===== src/rtl/core_pkg.sv =====
// Shared RV32I core definitions: datapath widths, register x0, ALU op codes
// and the packed control bundle that travels down the pipeline.
package core_pkg;

    localparam int unsigned XLEN    = 32;
    localparam int unsigned ALUOP_W = 4;
    localparam int unsigned REG_W   = 5;

    localparam logic [REG_W-1:0] REG_X0 = 5'd0;

    localparam logic [ALUOP_W-1:0] ALU_ADD  = 4'd0;
    localparam logic [ALUOP_W-1:0] ALU_SUB  = 4'd1;
    localparam logic [ALUOP_W-1:0] ALU_AND  = 4'd2;
    localparam logic [ALUOP_W-1:0] ALU_OR   = 4'd3;
    localparam logic [ALUOP_W-1:0] ALU_XOR  = 4'd4;
    localparam logic [ALUOP_W-1:0] ALU_SLL  = 4'd5;
    localparam logic [ALUOP_W-1:0] ALU_SRL  = 4'd6;
    localparam logic [ALUOP_W-1:0] ALU_SRA  = 4'd7;
    localparam logic [ALUOP_W-1:0] ALU_SLT  = 4'd8;
    localparam logic [ALUOP_W-1:0] ALU_SLTU = 4'd9;

    typedef struct packed {
        logic               reg_write;
        logic               mem_read;
        logic               mem_write;
        logic               mem_to_reg;
        logic               alu_src;
        logic               branch;
        logic               jump;
        logic [ALUOP_W-1:0] alu_op;
    } ctrl_t;

    localparam ctrl_t CTRL_BUBBLE = '0;

endpackage


===== src/rtl/wb_operand_bypass.sv =====
// Selects WB write data over a register-file/held operand when WB targets the
// same non-x0 register in this cycle.
module wb_operand_bypass
    import core_pkg::*;
(
    input  logic [REG_W-1:0] i_index,
    input  logic [XLEN-1:0]  i_data,
    input  logic             i_wb_reg_write,
    input  logic [REG_W-1:0] i_wb_rd,
    input  logic [XLEN-1:0]  i_wb_data,
    output logic [XLEN-1:0]  o_data_c
);

    logic w_hit;

    assign w_hit    = i_wb_reg_write && (i_wb_rd != REG_X0) && (i_wb_rd == i_index);
    assign o_data_c = w_hit ? i_wb_data : i_data;

endmodule


===== src/rtl/id_ex_pipe_reg.sv =====
// ID/EX pipeline register with stall hold, flush bubble insertion, WB
// write-through on capture and WB refresh of held operands.
module id_ex_pipe_reg
    import core_pkg::*;
#(
    parameter int unsigned CNT_W = 16
) (
    input  logic               clk,
    input  logic               rst,
    input  logic               stall,
    input  logic               flush,
    input  logic               id_valid,
    input  logic [XLEN-1:0]    id_pc,
    input  logic [XLEN-1:0]    id_rs1_data,
    input  logic [XLEN-1:0]    id_rs2_data,
    input  logic [XLEN-1:0]    id_imm,
    input  logic [REG_W-1:0]   id_rs1,
    input  logic [REG_W-1:0]   id_rs2,
    input  logic [REG_W-1:0]   id_rd,
    input  logic               id_reg_write,
    input  logic               id_mem_read,
    input  logic               id_mem_write,
    input  logic               id_mem_to_reg,
    input  logic               id_alu_src,
    input  logic               id_branch,
    input  logic               id_jump,
    input  logic [ALUOP_W-1:0] id_alu_op,
    input  logic               wb_reg_write,
    input  logic [REG_W-1:0]   wb_rd,
    input  logic [XLEN-1:0]    wb_data,
    output logic               id_ex_valid,
    output logic [XLEN-1:0]    id_ex_pc,
    output logic [XLEN-1:0]    id_ex_rs1_data,
    output logic [XLEN-1:0]    id_ex_rs2_data,
    output logic [XLEN-1:0]    id_ex_imm,
    output logic [REG_W-1:0]   id_ex_rs1,
    output logic [REG_W-1:0]   id_ex_rs2,
    output logic [REG_W-1:0]   id_ex_rd,
    output logic               id_ex_reg_write,
    output logic               id_ex_mem_read,
    output logic               id_ex_mem_write,
    output logic               id_ex_mem_to_reg,
    output logic               id_ex_alu_src,
    output logic               id_ex_branch,
    output logic               id_ex_jump,
    output logic [ALUOP_W-1:0] id_ex_alu_op,
    output logic [CNT_W-1:0]   bubble_cnt
);

    logic               r_valid;
    logic [XLEN-1:0]    r_pc;
    logic [XLEN-1:0]    r_rs1_data;
    logic [XLEN-1:0]    r_rs2_data;
    logic [XLEN-1:0]    r_imm;
    logic [REG_W-1:0]   r_rs1;
    logic [REG_W-1:0]   r_rs2;
    logic [REG_W-1:0]   r_rd;
    ctrl_t              r_ctrl;
    logic [CNT_W-1:0]   r_bubble_cnt;

    ctrl_t              w_id_ctrl;
    logic [REG_W-1:0]   w_sel_rs1;
    logic [REG_W-1:0]   w_sel_rs2;
    logic [XLEN-1:0]    w_sel_rs1_data;
    logic [XLEN-1:0]    w_sel_rs2_data;
    logic               w_wb_en;
    logic [XLEN-1:0]    w_rs1_data;
    logic [XLEN-1:0]    w_rs2_data;

    assign w_id_ctrl = '{reg_write:  id_reg_write,
                         mem_read:   id_mem_read,
                         mem_write:  id_mem_write,
                         mem_to_reg: id_mem_to_reg,
                         alu_src:    id_alu_src,
                         branch:     id_branch,
                         jump:       id_jump,
                         alu_op:     id_alu_op};

    // One bypass per operand: compares against the incoming index on capture
    // and against the held index on stall; a held bubble is never refreshed.
    assign w_sel_rs1      = stall ? r_rs1      : id_rs1;
    assign w_sel_rs2      = stall ? r_rs2      : id_rs2;
    assign w_sel_rs1_data = stall ? r_rs1_data : id_rs1_data;
    assign w_sel_rs2_data = stall ? r_rs2_data : id_rs2_data;
    assign w_wb_en        = wb_reg_write && (!stall || r_valid);

    wb_operand_bypass u_bypass_rs1 (
        .i_index        (w_sel_rs1),
        .i_data         (w_sel_rs1_data),
        .i_wb_reg_write (w_wb_en),
        .i_wb_rd        (wb_rd),
        .i_wb_data      (wb_data),
        .o_data_c       (w_rs1_data)
    );

    wb_operand_bypass u_bypass_rs2 (
        .i_index        (w_sel_rs2),
        .i_data         (w_sel_rs2_data),
        .i_wb_reg_write (w_wb_en),
        .i_wb_rd        (wb_rd),
        .i_wb_data      (wb_data),
        .o_data_c       (w_rs2_data)
    );

    always_ff @(posedge clk) begin
        if (rst) begin
            r_valid      <= 1'b0;
            r_pc         <= '0;
            r_rs1_data   <= '0;
            r_rs2_data   <= '0;
            r_imm        <= '0;
            r_rs1        <= REG_X0;
            r_rs2        <= REG_X0;
            r_rd         <= REG_X0;
            r_ctrl       <= CTRL_BUBBLE;
            r_bubble_cnt <= '0;
        end else if (flush) begin
            r_valid      <= 1'b0;
            r_pc         <= '0;
            r_rs1_data   <= '0;
            r_rs2_data   <= '0;
            r_imm        <= '0;
            r_rs1        <= REG_X0;
            r_rs2        <= REG_X0;
            r_rd         <= REG_X0;
            r_ctrl       <= CTRL_BUBBLE;
            r_bubble_cnt <= r_bubble_cnt + CNT_W'(1);
        end else if (!stall) begin
            r_valid      <= id_valid;
            r_pc         <= id_pc;
            r_rs1_data   <= w_rs1_data;
            r_rs2_data   <= w_rs2_data;
            r_imm        <= id_imm;
            r_rs1        <= id_rs1;
            r_rs2        <= id_rs2;
            r_rd         <= id_rd;
            r_ctrl       <= id_valid ? w_id_ctrl : CTRL_BUBBLE;
        end else begin
            r_rs1_data   <= w_rs1_data;
            r_rs2_data   <= w_rs2_data;
        end
    end

    assign id_ex_valid      = r_valid;
    assign id_ex_pc         = r_pc;
    assign id_ex_rs1_data   = r_rs1_data;
    assign id_ex_rs2_data   = r_rs2_data;
    assign id_ex_imm        = r_imm;
    assign id_ex_rs1        = r_rs1;
    assign id_ex_rs2        = r_rs2;
    assign id_ex_rd         = r_rd;
    assign id_ex_reg_write  = r_ctrl.reg_write;
    assign id_ex_mem_read   = r_ctrl.mem_read;
    assign id_ex_mem_write  = r_ctrl.mem_write;
    assign id_ex_mem_to_reg = r_ctrl.mem_to_reg;
    assign id_ex_alu_src    = r_ctrl.alu_src;
    assign id_ex_branch     = r_ctrl.branch;
    assign id_ex_jump       = r_ctrl.jump;
    assign id_ex_alu_op     = r_ctrl.alu_op;
    assign bubble_cnt       = r_bubble_cnt;

endmodule


===== config.mk =====
export PLATFORM = sky130hd
export DESIGN_NAME = id_ex_pipe_reg
export DESIGN_NICKNAME = d
export VERILOG_FILES = /design/src/rtl/core_pkg.sv /design/src/rtl/wb_operand_bypass.sv /design/src/rtl/id_ex_pipe_reg.sv
export SDC_FILE = /design/constraint.sdc
export NUM_CORES = 1
export LEC_CHECK = 0
export BUFFER_PORTS_ARGS = -buffer_cell sky130_fd_sc_hd__buf_2
export CAP_MARGIN = 20
export CORE_AREA = 3 3 142 144
export CTS_CLUSTER_SIZE = 20
export DETAILED_ROUTE_END_ITERATION = 10
export DIE_AREA = 0 0 145 147
export HOLD_SLACK_MARGIN = 0.15
export MAX_ROUTING_LAYER = met4
export PLACE_DENSITY_LB_ADDON = 0.2
export SLEW_MARGIN = 20
export SYNTH_ARGS = -nofsm -noshare
export SYNTH_HDL_FRONTEND = slang
export SYNTH_SLANG_ARGS = --single-unit

===== constraint.sdc =====
create_clock -name clk -period 3.2 [get_ports clk]
set_clock_uncertainty 0.2 [all_clocks]
set_input_delay 0.16 -clock clk [delete_from_list [all_inputs] [get_ports clk]]
set_output_delay 0.16 -clock clk [all_outputs]
set_load 0.01 [all_outputs]

# [Word-level counts from Yosys, hierarchy flattened]
# Index checks and enable logic that the tools add are counted.
[op_classes] n_addsub=1 n_eq_ne=4 n_mux=7 n_reduce_logical=8
[op_table] cell="$mux 32" count=4
[op_table] cell="$add 16x1->16 const B" count=1
[op_table] cell="$mux 11" count=1
[op_table] cell="$eq 5x5->1" count=2
[op_table] cell="$mux 5" count=2
[op_table] cell="$reduce_bool 5->1" count=1
[op_table] cell="$logic_and 1x1->1" count=4
[op_table] cell="$ne 2x1->1 const B" count=2
[op_table] cell="$reduce_or 2->1" count=1
[op_table] cell="$logic_not 1->1" count=1
[op_table] cell="$logic_or 1x1->1" count=1
[word_totals] ff_bits=171 inputBits=197 elab_cells=37

# [Depth between registers and ports, before layout]
[logic_depth] ltp_word=6 depth_mapped=9 mapped_depth_nobuf=5

# [Modules after synthesis]
# Synthesis repeated with hierarchy kept, for this count alone.
[unflattened] cells_unflattened=675 hier_area_um2=7589.8
[modules_own_cells] module="id_ex_pipe_reg" instances=1 cells_per_inst=585 area_each_um2=6401.1 seq_area_each_um2=3423.3
[modules_own_cells] module="wb_operand_bypass" instances=2 cells_per_inst=45 area_each_um2=594.3 seq_area_each_um2=0.0

# [Worst setup path after synthesis]
# Ideal clock, no wire load.
[synth_timing] kind="input to register" start="input port stall" end="register r_rs2_data[0] (netlist: id_ex_rs2_data[0])" setup_ns=0.133 arrival_ns=1.536 setup_slack_ns=1.331 path_stages=8 path_buffers=3 cell_sequence="buf_6 -> buf_6 -> mux2i_2 -> xor2_1 -> nand4_2 -> clkbuf_1 -> o31ai_1 -> a21oi_4"
[synth_via] elab_chain_len=6
[synth_lines] element="start, declared" line_no="id_ex_pipe_reg.sv:10" source="input logic stall,"
[synth_lines] element="branches (longest 6 deep; another with $mux 5)"
[synth_lines] element="end signal, assigned" line_no="id_ex_pipe_reg.sv:132" source="r_rs2_data <= w_rs2_data;"
[synth_lines] element="end signal, assigned" line_no="id_ex_pipe_reg.sv:140" source="r_rs2_data <= w_rs2_data;"
[synth_lines] element="end, declared" line_no="id_ex_pipe_reg.sv:53" source="logic [XLEN-1:0] r_rs2_data;"
# Several ways; the timed one is not identified.
# A chain may end at the register's enable or synchronous reset.

# [Worst setup path in the final report]
[layout_timing] start="input port id_rs1[2]" end="register r_rs1_data[12] (netlist: id_ex_rs1_data[12])"
[layout_via] elab_chain_len=4
[layout_lines] element="start, declared" line_no="id_ex_pipe_reg.sv:17" source="input logic [REG_W-1:0] id_rs1,"
[layout_lines] element="$mux 5 (*)"
[layout_lines] element="$eq 5x5->1 (*)" line_no="wb_operand_bypass.sv:16" source="assign w_hit = i_wb_reg_write && (i_wb_rd != REG_X0) && (i_wb_rd == i_index);"
[layout_lines] element="$logic_and 1x1->1 (*)" line_no="wb_operand_bypass.sv:16"
[layout_lines] element="$ne 2x1->1 (no line) or $mux 32 (tied branches)"
[layout_lines] element="end signal, assigned" line_no="id_ex_pipe_reg.sv:131" source="r_rs1_data <= w_rs1_data;"
[layout_lines] element="end signal, assigned" line_no="id_ex_pipe_reg.sv:139" source="r_rs1_data <= w_rs1_data;"
[layout_lines] element="end, declared" line_no="id_ex_pipe_reg.sv:52" source="logic [XLEN-1:0] r_rs1_data;"
# Every way passes the cells marked *; elsewhere a longest branch is shown, timed or not.

==> summary by stage <==
Status
The flow ran to the end, and the final reports show no timing, DRC or antenna violations.

Setup path
The worst setup path category is input pin to register. On the worst path, the slowest cell contributes a delay of 600 ps. The kind of cell with the highest combined delay on the critical path is buffers and inverters. The number of buffers and inverters on the critical path is 5. The critical path endpoint category is a register. The critical path goes through dlygate4sd3_1 > buf_2 > mux2i_1 > xor2_2 > nand4_4 > buf_12 > o31ai_1 > dlygate4sd3_1 > nor2_1 > dlygate4sd3_1. The largest individual stage delay along the critical path comes from the cell sky130_fd_sc_hd__dlygate4sd3_1. The required time at the endpoint of the critical path is 3300 ps. The startpoint type of the worst setup path is an input pin. The cell repeated most along the worst path is sky130_fd_sc_hd__dlygate4sd3_1.

The critical-path maximum fanout is 12. Data arrives at the worst endpoint at 3100 ps.

Floorplan
The placeable core region is 18800 um^2. The total die area is 21300 um^2. In this run the count of I/O pins placed on the die edge is 368. After floorplanning, the core was divided into 50 placement rows. The initial core utilization is 0.399. The width of the chip is 145 um.

The floorplan step set the die height to 147 um.

Clocking
The number of CTS-inserted buffers is 17. The TritonCTS clock tree is built. Clock-pin slew was measured on the worst setup and hold paths at 60 ps. The maximum clock insertion buffer count is 2. The clock tree synthesis step divided the H-tree into 4 levels. The cell sitting at the root of the clock tree is a sky130_fd_sc_hd__clkbuf_16.

At the later pin of the worst-skew pair, clock insertion delay measures 420 ps. Counting every sink on the clock net gives 171.

Pwr
Total power for the finished layout comes to 5.21 mW. In this run the static leakage power is 5.83 nW. The power per cell area is 419 nW/um^2. The peak supply drop is 0.000335 V.

Layout
The final-layout fill cell count is 1457. From synthesis to final layout, the design area changed by 65.5%. The share of final-layout standard cells stronger than drive strength 1 is 0.353. In the final layout, the multi-input gates occupy 3770 um^2. The storage element area is 3420 um^2. After the last flow step, the layout net total stands at 1488. The area of all placed cells without fillers is 12400 um^2. The finished layout holds 1562 standard cells, fillers aside.

At the end of the flow the core is filled with cells to 0.660.

STA
The final hold violation count came to 0. Once routing completed, OpenROAD measured the worst setup slack at 201 ps. The final worst-path cycle share is 0.937. Measured against its own limit, the worst slew margin works out to 0.304. The max-slew violation count is 0.

Static timing analysis puts the maximum clock frequency at 0.333 GHz. The worst path in the final design needs a cycle of 3000 ps, including I/O delays and setup. The pin slew with the least headroom to its limit is 1040 ps. The aggregate negative setup slack is 0 ps. The worst hold margin is 197 ps. Setup repair after global routing left no endpoint under its margin. The setup-violating endpoint count in the final report is 0.

Global routing
The overall global routing resource usage is 0.244. The largest net degree at the start of global routing is 69. The leftover overflow at the end of global routing is 0. The global-route wire length before repair is 41.3 mm.

The via count of the first global-routing pass is 7925. The number of antenna violations at the first check in global routing was 1.

Placed design
The placed instance count is 1293. Routability-driven placement finished with a final weighted congestion of 0.810. The post-DP HPWL is 16.5 mm.

Buffers placed on the I/O ports in this run total 367. The standard cell area after detailed placement is 9440 um^2. The worst setup slack after placement is 711 ps.

Routing
The starting DRC count in detailed routing is 268. Dividing the detail-routed via count by the number of cells gives 4.85. Once detail routing completed, the nets flagged for antenna violations numbered 0. The count of TritonRoute iterations in the first routing pass is 4. Detailed routing inserted a total of 7569 vias.

Wires add up to 26.7 mm. For this run, design rule violations remaining after detail routing come to 0. The mean routed wirelength per cell is 17.1 um.

Logic synthesis
Counting instances in the post-synthesis netlist gives the leading cell types as 171 x sky130_fd_sc_hd__dfxtp_1, 143 x sky130_fd_sc_hd__mux2i_1, 138 x sky130_fd_sc_hd__nor2_1, 63 x sky130_fd_sc_hd__o31ai_1, 32 x sky130_fd_sc_hd__o21a_1. Ranked by total cell area, the synthesized netlist is headed by sky130_fd_sc_hd__dfxtp_1 46%, sky130_fd_sc_hd__mux2i_1 19%, sky130_fd_sc_hd__nor2_1 6.9%. In the synthesized netlist, the number of instances is 714. Summing every instance area after synthesis gives 7510 um^2. The number of warnings printed during yosys synthesis is 0. The count of unique library cells instantiated by Yosys is 36.

After synthesis, the share of flip-flops with an asynchronous set or reset is 0. The area share of the leading cell type in the synthesized netlist is 0.456. The number of synthesized flops with an enable pin is 0.

The dominant synthesized flop cell is sky130_fd_sc_hd__dfxtp_1. The mean post-synth cell area is 10.5 um^2. The cell type contributing the most total cell area after synthesis is sky130_fd_sc_hd__dfxtp_1. The most common cell in the synthesized netlist is sky130_fd_sc_hd__dfxtp_1. Counting flops and latches in the post-synthesis netlist gives 171.

The post-synth net total is 912. The register area share after synthesis is 0.456.

Run
The total of max-cap violations is 0.

Hold path
The type of the tightest min-delay check is input pin to register.
cell type report:
cell class,count,area share
clock inverter,12,0.0115
antenna,1,0.000201
multi-input combinational,482,0.303
timing repair buffer,616,0.348
clock buffer,18,0.0345
tap,260,0.0262
inverter,2,0.000604
sequential,171,0.275
timing repair:
action / in CTS / in global routing
hold endpoints to repair: 171 / 0
hold buffers: 231 / 0
gates resized for setup: 0 / 4
endpoints found under the setup margin: 0 / 8
buffers inserted: 0 / 6
logic make-up (layout without fill, tap and decap cells):
group | after synthesis | in the layout | share of synthesized area
XOR/XNOR | 23 | 23 | 0.0268
buffers and inverters | 62 | 648 | 0.0492
flip-flops | 171 | 171 | 0.456
adder cells (fa/ha/maj) | 1 | 1 | 0.00167
AND/OR/NAND/NOR | 169 | 170 | 0.0960
AO/OA/AOI/OAI | 144 | 144 | 0.178
multiplexers | 144 | 144 | 0.192
other | 0 | 1 | 0
layer usage:
layer	track usage	share of wire
met5	-	0
met4	0.0912	0.034
met3	0.0617	0.069
met2	0.432	0.51
met1	0.266	0.39
placed cells by master, fill, tap and decap left out, drive strengths merged, types with 3 or more instances in the layout:
master and count:
mux2i 144, nand4 7, o31ai 63, clkinv 4, a21oi 34, o21a 32
clkbuf 19, nand2 7, xor2 15, xnor2 8, nor2 139, dlygate4sd3 231
inv 5, clkinvlp 3, nor3 3, buf 384, a22oi 11, dfxtp 171
worst register-to-register path, delay by kind of cell, from the launching register on:
kind                   cells  cell delay [ps]
AO/OA/AOI/OAI              1              230
AND/OR/NAND/NOR            2              180
flip-flops                 1              330
multiplexers               1              310
buffers and inverters      3             1320
XOR/XNOR                   1              250
where the power goes:
part	total [mW]	internal, mW	switching, mW
clock network	2.05	1.15	0.900
logic	0.922	0.487	0.434
registers	2.23	2.20	0.0369
total	5.21	3.84	1.37
worst paths after layout:
check	start	end	slack, ps	cells past startpoint
max	id_rs1[2]	id_ex_rs1_data[12]	200	10
min	id_valid	id_ex_valid	200	4
max reg2reg	id_ex_rs1[2]	id_ex_rs1_data[12]	250	8
min reg2reg	id_ex_pc[17]	id_ex_pc[17]	290	2
(Power assumes the default switching activity.)
